### config.mk
export PLATFORM = sky130hd
export DESIGN_NAME = cpu_controller
export DESIGN_NICKNAME = d
export VERILOG_FILES = /design/src/rtl/cpu_controller.sv
export SDC_FILE = /design/constraint.sdc
export NUM_CORES = 1
export LEC_CHECK = 0
export ABC_AREA = 1
export CELL_PAD_IN_SITES_DETAIL_PLACEMENT = 0
export CELL_PAD_IN_SITES_GLOBAL_PLACEMENT = 1
export CORE_MARGIN = 2
export CORE_UTILIZATION = 27
export DETAILED_ROUTE_END_ITERATION = 7
export PLACE_DENSITY_LB_ADDON = 0.1
export SYNTH_ARGS = -nofsm -noshare
export SYNTH_HDL_FRONTEND = slang
export SYNTH_SLANG_ARGS = --single-unit
### constraint.sdc
create_clock -name Clock -period 1.64 [get_ports Clock]
set_input_delay 0.246 -clock Clock [delete_from_list [all_inputs] [get_ports Clock]]
set_output_delay 0.246 -clock Clock [all_outputs]
set_load 0.05 [all_outputs]
### src/rtl/cpu_controller.sv
// rtl/cpu_controller.sv - instruction sequencing control unit for the 16-bit CPU datapath
module cpu_controller #(
    parameter int PC_WIDTH = 7
) (
    input  logic                Clock,
    input  logic                Reset,
    output logic [PC_WIDTH-1:0] IM_Addr,
    input  logic [15:0]         IM_Data,
    output logic [7:0]          D_Addr,
    output logic                D_Wr,
    output logic                RF_s,
    output logic [3:0]          RF_W_Addr,
    output logic                RF_W_en,
    output logic [3:0]          RF_Ra_Addr,
    output logic [3:0]          RF_Rb_Addr,
    output logic [2:0]          ALU_s0,
    output logic [PC_WIDTH-1:0] PC_out,
    output logic [15:0]         IR_out,
    output logic [3:0]          State_out,
    output logic                Halted
);

    typedef enum logic [3:0] {
        S_INIT   = 4'd0,
        S_FETCH  = 4'd1,
        S_DECODE = 4'd2,
        S_NOOP   = 4'd3,
        S_LOAD_A = 4'd4,
        S_LOAD_B = 4'd5,
        S_STORE  = 4'd6,
        S_ADD    = 4'd7,
        S_SUB    = 4'd8,
        S_HALT   = 4'd9
    } state_t;

    state_t              state;
    state_t              next_state;
    logic [PC_WIDTH-1:0] pc;
    logic [15:0]         ir;

    // State register; reset lands in INIT so every strobe drops immediately
    always_ff @(posedge Clock or posedge Reset) begin
        if (Reset) begin
            state <= S_INIT;
        end else begin
            state <= next_state;
        end
    end

    // PC and IR advance only in FETCH; PC wraps modulo 2^PC_WIDTH
    always_ff @(posedge Clock or posedge Reset) begin
        if (Reset) begin
            pc <= '0;
            ir <= '0;
        end else if (state == S_FETCH) begin
            ir <= IM_Data;
            pc <= pc + {{(PC_WIDTH-1){1'b0}}, 1'b1};
        end
    end

    // Next-state selection; unused opcodes fall into NOOP
    always_comb begin
        next_state = S_INIT;
        case (state)
            S_INIT:   next_state = S_FETCH;
            S_FETCH:  next_state = S_DECODE;
            S_DECODE: begin
                case (ir[15:12])
                    4'h1:    next_state = S_STORE;
                    4'h2:    next_state = S_LOAD_A;
                    4'h3:    next_state = S_ADD;
                    4'h4:    next_state = S_SUB;
                    4'h5:    next_state = S_HALT;
                    default: next_state = S_NOOP;
                endcase
            end
            S_LOAD_A: next_state = S_LOAD_B;
            S_NOOP,
            S_LOAD_B,
            S_STORE,
            S_ADD,
            S_SUB:    next_state = S_FETCH;
            S_HALT:   next_state = S_HALT;
            default:  next_state = S_INIT;
        endcase
    end

    // Moore output decode from state and IR; everything defaults to 0
    always_comb begin
        D_Addr     = 8'd0;
        D_Wr       = 1'b0;
        RF_s       = 1'b0;
        RF_W_Addr  = 4'd0;
        RF_W_en    = 1'b0;
        RF_Ra_Addr = 4'd0;
        RF_Rb_Addr = 4'd0;
        ALU_s0     = 3'd0;
        Halted     = 1'b0;
        case (state)
            S_DECODE: begin
                // read ports see the same addresses the execute state will use
                case (ir[15:12])
                    4'h1: RF_Ra_Addr = ir[3:0];
                    4'h3,
                    4'h4: begin
                        RF_Ra_Addr = ir[11:8];
                        RF_Rb_Addr = ir[7:4];
                    end
                    default: ;
                endcase
            end
            S_LOAD_A: begin
                D_Addr    = ir[11:4];
                RF_s      = 1'b1;
                RF_W_Addr = ir[3:0];
            end
            S_LOAD_B: begin
                D_Addr    = ir[11:4];
                RF_s      = 1'b1;
                RF_W_Addr = ir[3:0];
                RF_W_en   = 1'b1;
            end
            S_STORE: begin
                D_Addr     = ir[11:4];
                RF_Ra_Addr = ir[3:0];
                D_Wr       = 1'b1;
            end
            S_ADD,
            S_SUB: begin
                RF_Ra_Addr = ir[11:8];
                RF_Rb_Addr = ir[7:4];
                RF_W_Addr  = ir[3:0];
                RF_W_en    = 1'b1;
                ALU_s0     = (state == S_ADD) ? 3'd1 : 3'd2;
            end
            S_HALT:   Halted = 1'b1;
            default: ;
        endcase
    end

    assign IM_Addr   = pc;
    assign PC_out    = pc;
    assign IR_out    = ir;
    assign State_out = state;

endmodule

==> results of run 1 <==
-- sequential cells by signal, indices dropped and copies added, names as in the netlist --
| register | flops |
|---|---|
| State_out | 4 |
| IM_Addr | 7 |
| IR_out | 16 |
-- routing by layer --
metal / vias to the layer above / part of all wire [%]
met5: - / 0
met4: 0 / 0.50
met3: 4 / 5.4
met2: 47 / 50
met1: 749 / 45
li1: 821 / -
-- cells by family (layout without fill, tap and decap cells) --
kind of cell | Yosys count | after routing
and+or+nand+nor | 112 | 112
other | 1 | 1
adders and majority gates | 1 | 1
buffers and inverters | 45 | 139
DFF | 27 | 27
AOI/OAI and AO/OA | 22 | 22
xor gates and xnor gates | 4 | 4
-- final timing paths --
path                              start       endpoint  cells past startpoint
hold / removal                    Reset      IR_out[9]                      3
max in group asynchronous         Reset   State_out[0]                      3
setup reg to reg           State_out[1]     IM_Addr[5]                      9
min in group Clock           IM_Data[0]      IR_out[0]                      3
setup / recovery           State_out[0]  RF_Rb_Addr[1]                      7
hold reg to reg              IM_Addr[5]     IM_Addr[5]                      2
-- what timing repair did --
| action | CTS | global route |
|---|---|---|
| endpoints found under the setup margin | 23 | 27 |
| pin swaps | 11 | 13 |
| gates resized for setup | 27 | 24 |
| hold buffers | 0 | 0 |
| setup buffers | 8 | 2 |
-- where the power goes --
part | internal (mW) | switching [mW] | total [mW]
Sequential | 0.989 | 0.438 | 1.43
Clock | 0.170 | 0.207 | 0.377
Combinational | 1.85 | 3.15 | 5.00
Total | 3.01 | 3.80 | 6.81
-- layout by cell type, fill, tap and decap left out, types with 11 or more instances in the layout --
cell / count
buf_12: 35
buf_4: 50
clkdlybuf4s50_1: 17
dfrtp_1: 22
inv_1: 22
nand2_1: 56
nand2_2: 12
nand2_4: 13
nor2_4: 14
o21ai_0: 11
-- worst register-to-register path, stage by stage, from the launching register on --
cell and delay (ns):
dfrtp_2 0.45, buf_4 0.16, buf_4 0.16, nor2_4 0.12, nand2_4 0.09, buf_4 0.17, nor2_4 0.10, nand3_1 0.08
nand2_1 0.07, nand2_1 0.05
-- cell type report --
class | instances | area, sq um
Tap cell | 72 | 90.09
Inverter | 32 | 137.6
Clock inverter | 1 | 5.005
Multi-Input combinational cell | 140 | 943.4
Clock buffer | 3 | 41.29
Timing Repair Buffer | 103 | 1261
Fill cell | 512 | 2414
Sequential cell | 27 | 681.9
-- stage by stage --
step	setup TNS [ns]	std cells
after floorplan	-5.635	212
after global placement	0	364
after detailed placement	0	364
after CTS	-3.022	376
after global routing	-4.953	378
final	-2.795	378
==> results by group, run 1 <==
Placement
  – Dpl cell area: 2858 sq um
  – Post-DP HPWL: roughly 3.6 mm
  – Placement Setup Slack: about 0.036 ns
  – GP Congestion: roughly 0.77
  – Port Buffers: 77

Run
  – Max-cap viol count: 0

Route
  – Post-Route WL: ~4.6 mm
  – WL/cell: 12.25 um
  – Avg Vias per Cell: between 4 and 5
  – DRT Pass-1 Iters: 4
  – Starting DRT DRC Count: 48
  – Drc violations: 0
  – Routed Antenna Nets: 0
  – Vias: roughly 1.6k

Synth
  – Post-synthesis simple-gate area fraction: approximately a third
  – Cell with the most instances after synthesis: nand2_1
  – Synth Area in Adders: 0.7937%
  – Seq/Total Area, Yosys: a little over two fifths
  – Number of synthesized flops with an enable pin: 0
  – Post-Synthesis Cells: 212
  – Synth top cells by count: 77 x nand2_1, 28 x inv_1, 27 x dfrtp_1
  – Synth Area in Compound Gates: 7.540%
  – Post-synth net total: around 230
  – Prevailing post-synth register cell: dfrtp_1
  – Avg Synthesized Cell Area: about 7.4 sq um
  – Asr flop ratio synth: 100.0%
  – Syn Std Cell Area: ~1600 sq um
  – Yosys top cell area share: between 40% and 50%
  – Synth unique cells: 24
  – Post-synthesis mux area share: 0%
  – Largest family of logic cells by synthesized area: simple AND/OR/NAND/NOR gates
  – Synth area leaders: dfrtp_1 43%, nand2_1 18%, inv_1 6.7%
  – Yosys reg bits: 27
  – Yosys Warn Count: 0
  – Xor and xnor area share after synthesis: about 2.2%
  – Post-synth top area cell: dfrtp_1

GRT
  – First-pass GRT wire length: roughly 7.5 mm
  – Total track usage: around 15%
  – GRT busiest layer: met2
  – Total gr overflow: 0
  – M1 GR Usage: between 20% and 30%
  – Vias in the first global route: 1525
  – Met3 usage: about 2.6%
  – Initial antenna violation count: 0
  – Pin count of the biggest net entering global routing: 28
  – Met2 usage: approximately 25%

STA
  – Worst setup margin: -0.1903 ns
  – Final Hold Vio Count: 0
  – Count of final max-slew check failures: 0
  – Final Cycle Share: 111.6%
  – Final min period: approximately 1.8 ns
  – # setup viols final: 23
  – Setup Skew: between 0.002 and 0.0025 ns
  – WHS: 0.3269 ns
  – Fmax: 546.4 MHz
  – RSZ-0062 raised after global routing: true

Floorplan
  – Die area: around 6500 sq um
  – Initial Utilization: approximately 28%
  – Die width: approximately 80 um
  – Standard-cell rows: 27
  – Boundary Pins: slightly below 80
  – Die height: between 80 and 90 um
  – Core Region: about 5600 sq um

Setup path
  – Worst Path Max Fanout: 4
  – Max incr delay on CP: 0.45 ns
  – CP Class: reg2out
  – Slowest cell on crit path: dfrtp_2
  – CP Capture Type: primary output
  – WP buf/inv: 3
  – R2R setup slack: 0.11 ns
  – Delay-heaviest family, CP: flip-flops
  – Critical path required time: roughly 1.4 ns
  – CP startpoint kind: register
  – Critical-path cell list: inv_4 -> nand2_4 -> nor2_4 -> nor2_8 -> buf_8 -> a21oi_4 -> buf_12
  – CP arrival: roughly 1.6 ns

Pwr
  – VDD IR max: approximately 1.1 mV
  – Pwr dens: 2154 nW/um^2
  – Leakage: 1.489 nW
  – Pwr Total: 6.806 mW

CTS
  – Clk pin slew, worst setup/hold paths: about 0.09 ns
  – Clock buffer count from CTS: 3
  – Clock Sinks: 27
  – Clk Latency, worst-skew pair: between 0.2 and 0.3 ns
  – Clock Tree Root: clkbuf_8
  – H-tree depth: 1
  – Max Buffers Root-to-Sink: 2
  – CTS tree: yes

Final layout
  – Post-route cell area: 3161 sq um
  – Diode count: 0
  – Nets@finish: between 300 and 400
  – Layout area overhead: 100.5%
  – Layout cells sized above 1: roughly 51%
  – Core Util, Final: between 50% and 60%

Status
  – Status: complete, but fails checks
  – Failing checks: negative setup slack

Min path
  – HP Class: in2async
Power figures use the tool's default switching activity.
==> run 2: changes to the inputs <==
clock period = 1.77 ns   (was 1.64 ns; I/O delays follow)
==> run 2 against run 1 <==
  * The run still ends with negative setup slack left
  * Combinational power shrank 13%
  * Sequential cell count is the same
  * Final area shrank 4.6%
  * Global-route usage shrank 0.38 points
  * Die area is the same
  * Sequential power shrank 9.8%
  * Clock power shrank 7.4%
  * Clock skew shrank 0.00091 ns
  * Clock-buffer cell count grew 1
  * Utilization shrank 2.6 points
  * Setup slack gained 0.10 ns
  * Routed wire length grew 0.48%
==> results by group, run 2 (same netlist as run 1, synthesis figures left out) <==
Status
  – Status: complete, but fails checks (unchanged)
  – Failing checks: negative setup slack (unchanged)

Pwr
  – Pwr dens: 1987 nW/um^2 (was 2154 nW/um^2)
  – VDD IR max: 1.101 mV (was 1.063 mV)
  – Leakage: 1.429 nW (was 1.489 nW)

Setup path
  – Worst Path Max Fanout: 5 (was 4)
  – Critical path required time: 1.50 ns (was 1.39 ns)
  – CP Class: reg2out (unchanged)
  – CP Capture Type: primary output (unchanged)
  – R2R Path Start: State_out[0] (was State_out[1])
  – CP Launch Point: State_out[0] (unchanged)
  – CP arrival: 1.59 ns (was 1.58 ns)
  – CP startpoint kind: register (unchanged)

Floorplan
  – Die height: 80.41 um (unchanged)
  – Die area: 6466 sq um (unchanged)
  – Core Region: 5574 sq um (unchanged)
  – Standard-cell rows: 27 (unchanged)
  – Die width: 80.41 um (unchanged)
  – Boundary Pins: 79 (unchanged)
  – Initial Utilization: 28.28% (unchanged)

CTS
  – Clock buffer count from CTS: 3 (unchanged)
  – Clk Latency, worst-skew pair: 0.27 ns (about the same)
  – CTS tree: yes (unchanged)
  – Clk pin slew, worst setup/hold paths: 0.09 ns (about the same)
  – Hold Buf Count CTS: 0 (unchanged)
  – Clock Tree Root: clkbuf_8 (unchanged)
  – Clock Sinks: 27 (unchanged)
  – H-tree depth: 1 (unchanged)
  – Max Buffers Root-to-Sink: 2 (unchanged)

STA
  – Fmax: 538.0 MHz
  – RSZ-0062 raised after global routing: true (unchanged)
  – Slew headroom: about two thirds
  – Setup Skew: 0.001268 ns (was 0.002183 ns)
  – WHS: 0.3461 ns (was 0.3269 ns)
  – Final Hold Vio Count: 0 (unchanged)
  – Final min period: approximately 1.9 ns
  – Count of final max-slew check failures: 0 (unchanged)
  – # setup viols final: 12 (was 23)
  – Final Cycle Share: 105.0%
  – Worst slew pin tran: 0.5067 ns
  – Worst setup margin: -0.08864 ns (was -0.1903 ns)

Final layout
  – Max reg flops: 16 (unchanged)
  – Nets@finish: 325 (was 326)
  – Layout cells sized above 1: 48.52% (was 51.31%)
  – Register area: 681.9 sq um (unchanged)
  – Multi-input logic area: 893.4 sq um (was 943.4 sq um)
  – Diode count: 0 (unchanged)
  – Layout area overhead: 91.35% (was 100.5%)
  – Commonest non-fill, non-tap cell in the layout: nand2_1 (unchanged)
  – Fill cells: 520 (was 512)
  – Commonest cells after routing, fill and taps aside: 55 x nand2_1, 52 x buf_4, 27 x buf_12, 23 x inv_1, 22 x dfrtp_1 (was 56 x nand2_1, 50 x buf_4, 35 x buf_12, 22 x dfrtp_1, 22 x inv_1)

Route
  – WL/cell: 12.34 um (was 12.25 um)
  – DRT Pass-1 Iters: 5 (was 4)
  – Routed Antenna Nets: 0 (unchanged)
  – Vias: 1596 (was 1621)
  – Drc violations: 0 (unchanged)
  – Starting DRT DRC Count: 75 (was 48)
  – Avg Vias per Cell: 4.233 (was 4.288)
  – Post-Route WL: 4.653 mm (was 4.631 mm)

GRT
  – GRT busiest layer: met2 (unchanged)
  – Initial antenna violation count: 0 (unchanged)
  – M1 GR Usage: 19.28% (was 20.13%)
  – Total track usage: 14.36% (was 14.74%)
  – Pin count of the biggest net entering global routing: 30 (was 28)
  – Vias in the first global route: 1542 (was 1525)
  – Met3 usage: 2.472% (was 2.584%)
  – Met2 usage: 23.67% (was 24.67%)
  – First-pass GRT wire length: 7.293 mm (was 7.527 mm)
  – Total gr overflow: 0 (unchanged)

Min path
  – HP Class: in2async (unchanged)

Placement
  – GP Congestion: 0.8058 (was 0.7676)
  – Post-DP HPWL: 3.466 mm (was 3.602 mm)
  – Placement Setup Slack: 0.07726 ns (was 0.03632 ns)
  – Port Buffers: 77 (unchanged)

Run
  – Max-cap viol count: 0 (unchanged)
## run 2: cell types whose count changed in the layout (fill, tap and decap cells not counted), moves of 3 or more
cell	before	now
buf_12	35	27
clkdlybuf4s50_1	17	21
inv_2	5	2
nor2_2	3	10
nor2_4	14	5
## run 2: metrics by stage
step	total power, mW	area (sq um)	util, %	setup TNS, ns	std cells
after floorplan	4.047	1699	-	-2.591	212
after global placement	5.239	2688	48.22	0	355
after detailed placement	5.251	2688	48.22	0	355
after CTS	5.811	2863	51.36	-1.026	368
after global routing	6.401	3017	54.12	-2.218	377
final	5.996	3017	54.12	-0.7562	377
## run 2: timing repair
| item | CTS | global route |
|---|---|---|
| cloned | 0 | 0 |
| endpoints found under the setup margin | 20 | 21 |
| pin swaps | 13 | 12 |
| setup buffers | 9 | 9 |
| gates resized for setup | 21 | 18 |
## run 2: where the power goes
group	switching, mW	internal (mW)	leakage, nW
Clock	0.188	0.161	0.0228
Combinational	2.84	1.51	1.08
Sequential	0.375	0.917	0.330
Total	3.41	2.59	1.43
## run 2: final cells by class
cell class | instances | share of cell area, %
Clock buffer | 4 | 1.493
Inverter | 32 | 4.728
Multi-Input combinational cell | 140 | 29.61
Sequential cell | 27 | 22.60
Tap cell | 72 | 2.986
Timing Repair Buffer | 102 | 38.57
## run 2: final timing paths
| path | to | slack (ns) | depth (start not counted) |
|---|---|---|---|
| min in group Clock | IR_out[3] | 0.52 | 3 |
| hold / removal | IR_out[10] | 0.35 | 3 |
| max in group asynchronous | State_out[0] | 1.14 | 3 |
| hold reg to reg | IM_Addr[5] | 0.55 | 2 |
| setup / recovery | RF_Rb_Addr[2] | -0.09 | 7 |
| setup reg to reg | IR_out[8] | 0.20 | 7 |
## run 2: worst max-delay path, cell delays in order (launching register included)
cell and delay, ns:
dfrtp_2 0.44, inv_4 0.10, nand2_2 0.07, nor2_4 0.16, nand2_4 0.09, buf_6 0.14, a21oi_4 0.16, buf_12 0.15
## run 2: per-layer routing
metal  up-vias  part of all wire (%)
met5         -                     0
met4         0                  0.54
met3         2                   5.6
met2        49                    48
met1       724                    46
li1        821                     -
==> run 3: changes to the inputs <==
CORE_ASPECT_RATIO = 0.7   (was unset)
==> run 3 against run 2 <==
  * The flow still finishes with violations (negative setup slack)
  * Combinational power rose by 1%
  * Final cell count did not move
  * Fmax fell by 1.4%
  * Highest routed layer unchanged
  * Utilization fell by 0.44 points
  * Total power rose by 1.4%
  * Via count fell by 0.56%
  * Clock skew barely moved
  * Setup slack got worse by 0.026 ns
  * Critical endpoint unchanged
==> results by group, run 3 (same netlist as run 1, synthesis figures left out) <==
Status
  – Status: complete, but fails checks (unchanged)
  – Failing checks: negative setup slack (unchanged)

Floorplan
  – Core Region: 5669 sq um (was 5574 sq um)
  – Initial Utilization: 27.81% (was 28.28%)
  – Die height: 67.93 um (was 80.41 um)
  – Die area: 6476 sq um (was 6466 sq um)
  – Standard-cell rows: 23 (was 27)
  – Boundary Pins: 79 (unchanged)
  – Die width: 95.33 um (was 80.41 um)

Final layout
  – Diode count: 0 (unchanged)
  – Layout area overhead: 93.02% (was 91.35%)
  – Non-Filler Instances: 377 (unchanged)
  – Post-route cell area: 3043 sq um (was 3017 sq um)
  – Nets@finish: 322 (was 325)
  – Layout cells sized above 1: 49.34% (was 48.52%)
  – Max reg flops: 16 (unchanged)
  – Fill cells: 519 (was 520)
  – Commonest non-fill, non-tap cell in the layout: nand2_1 (unchanged)
  – Commonest cells after routing, fill and taps aside: 53 x nand2_1, 51 x buf_4, 30 x buf_12, 22 x dfrtp_1, 22 x inv_1 (was 55 x nand2_1, 52 x buf_4, 27 x buf_12, 23 x inv_1, 22 x dfrtp_1)
  – Core Util, Final: 53.67% (was 54.12%)

Route
  – Vias: 1587 (was 1596)
  – Routed Antenna Nets: 0 (unchanged)
  – DRT Pass-1 Iters: 4 (was 5)
  – WL/cell: 12.99 um (was 12.34 um)
  – Starting DRT DRC Count: 72 (was 75)
  – Post-Route WL: 4.896 mm (was 4.653 mm)
  – Drc violations: 0 (unchanged)
  – Avg Vias per Cell: 4.210 (was 4.233)

Setup path
  – CP Class: reg2out (unchanged)
  – Worst r2r dst: IM_Addr[4] (was IR_out[8])
  – Cells on worst reg2reg path: 8 (was 7)
  – Delay-heaviest family, CP: flip-flops (unchanged)
  – CP Capture Type: primary output (unchanged)
  – R2R setup slack: 0.17 ns (was 0.20 ns)
  – CP startpoint kind: register (unchanged)
  – Max incr delay on CP: 0.46 ns (was 0.44 ns)
  – Worst Path Max Fanout: 5 (unchanged)
  – Critical-path cell list: inv_2 -> nand2_2 -> nor2_4 -> nor2_8 -> buf_4 -> a21oi_4 -> buf_12 (was inv_4 -> nand2_2 -> nor2_4 -> nand2_4 -> buf_6 -> a21oi_4 -> buf_12)
  – Critical path required time: 1.50 ns (about the same)
  – Slowest cell on crit path: dfrtp_2 (unchanged)
  – Stages on the worst setup path: 7 (unchanged)
  – CP Launch Point: State_out[1] (was State_out[0])
  – WP buf/inv: 3 (unchanged)
  – CP arrival: 1.62 ns (was 1.59 ns)
  – R2R Path Start: State_out[2] (was State_out[0])

CTS
  – Clk pin slew, worst setup/hold paths: 0.10 ns (was 0.09 ns)
  – Clock Sinks: 27 (unchanged)
  – CTS tree: yes (unchanged)
  – Clock buffer count from CTS: 3 (unchanged)
  – Max Buffers Root-to-Sink: 2 (unchanged)
  – H-tree depth: 1 (unchanged)
  – Clock Tree Root: clkbuf_8 (unchanged)
  – Clk Latency, worst-skew pair: 0.27 ns (about the same)
  – Hold Buf Count CTS: 0 (unchanged)

GRT
  – Vias in the first global route: 1506 (was 1542)
  – Initial antenna violation count: 0 (unchanged)
  – Pin count of the biggest net entering global routing: 28 (was 30)
  – Total track usage: 15.84% (was 14.36%)
  – Total gr overflow: 0 (unchanged)
  – First-pass GRT wire length: 7.810 mm (was 7.293 mm)

Placement
  – GP Congestion: 0.8478 (was 0.8058)
  – Placed cells: 358 (was 355)
  – Dpl cell area: 2706 sq um (was 2688 sq um)
  – Post-DP HPWL: 3.646 mm (was 3.466 mm)
  – Port Buffers: 77 (unchanged)
  – Placement Setup Slack: 0.06305 ns (was 0.07726 ns)

STA
  – Final Hold Vio Count: 0 (unchanged)
  – Final Cycle Share: 106.5% (was 105.0%)
  – Final min period: 1.885 ns (was 1.859 ns)
  – RSZ-0062 raised after global routing: true (unchanged)
  – Fmax: 530.5 MHz (was 538.0 MHz)
  – # setup viols final: 12 (unchanged)
  – Count of final max-slew check failures: 0 (unchanged)
  – Setup Skew: 0.001128 ns (was 0.001268 ns)
  – Worst setup margin: -0.1149 ns (was -0.08864 ns)

Pwr
  – Leakage: 1.417 nW (was 1.429 nW)
  – VDD IR max: 0.9588 mV (was 1.101 mV)
  – Pwr Total: 6.081 mW (was 5.996 mW)
  – Pwr dens: 1999 nW/um^2 (was 1987 nW/um^2)

Min path
  – HP Class: in2async (unchanged)

Run
  – Max-cap viol count: 0 (unchanged)
-- run 3: changes by cell type in the layout (fill, tap and decap cells not counted), moves of 2 or more --
cell / delta
buf_12: +3
clkdlybuf4s50_1: -4
nand2_1: -2
nand2_2: +3
nor2_1: +2
nor2_2: -9
nor2_4: +7
-- run 3: stage by stage --
stage               hold WS [ns]  TNS, ns
floorplan                 0.3179   -2.591
global placement          0.5274        0
detailed placement        0.5388        0
CTS                       0.3583   -1.053
global route              0.3785   -2.313
finish                    0.3486   -1.028
-- run 3: worst reg2reg max path, cell delays in order (launching register included) --
cell and delay [ns]:
dfrtp_2 0.48, buf_4 0.16, nor2_1 0.11, nand2_2 0.11
buf_4 0.19, nor2_1 0.23, nand3_1 0.10, nand2_1 0.07
nand2_1 0.04
-- run 3: what timing repair did --
| action | CTS | global route |
|---|---|---|
| cloned | 0 | 0 |
| endpoints found under the setup margin | 20 | 20 |
| pin swaps | 9 | 14 |
| resized for setup | 19 | 28 |
| buffers inserted | 9 | 6 |
-- run 3: final cells by class --
| class | count | area [sq um] | area share [%] |
|---|---|---|---|
| tap | 75 | 93.84 | 3.084 |
| multi-input combinational | 140 | 912.1 | 29.98 |
| inverter | 32 | 145.1 | 4.770 |
| timing repair buffer | 99 | 1165 | 38.28 |
| sequential | 27 | 681.9 | 22.41 |
| clock buffer | 4 | 45.04 | 1.480 |
-- run 3: worst max-delay path by stage --
stage,to,slack [ns]
detailed placement,RF_W_Addr[0],0.06
floorplan,RF_W_Addr[0],-0.22
CTS,RF_W_Addr[3],-0.1
finish,RF_Rb_Addr[2],-0.11
global route,RF_Rb_Addr[0],-0.19
global placement,RF_W_Addr[1],0.09
-- run 3: power by group --
group          leakage [nW]  internal [mW]  switching, mW
combinational          1.06           1.52           2.88
sequential            0.330          0.917          0.398
clock                0.0228          0.162          0.202
-- run 3: per-layer routing --
| metal | vias up | part of all wire, % | track usage [%] |
|---|---|---|---|
| li1 | 822 | - | - |
| met1 | 705 | 51 | 23.63 |
| met2 | 56 | 39 | 20.51 |
| met3 | 4 | 9.5 | 6.938 |
| met4 | 0 | 0.67 | 3.442 |
| met5 | - | 0 | 0 |
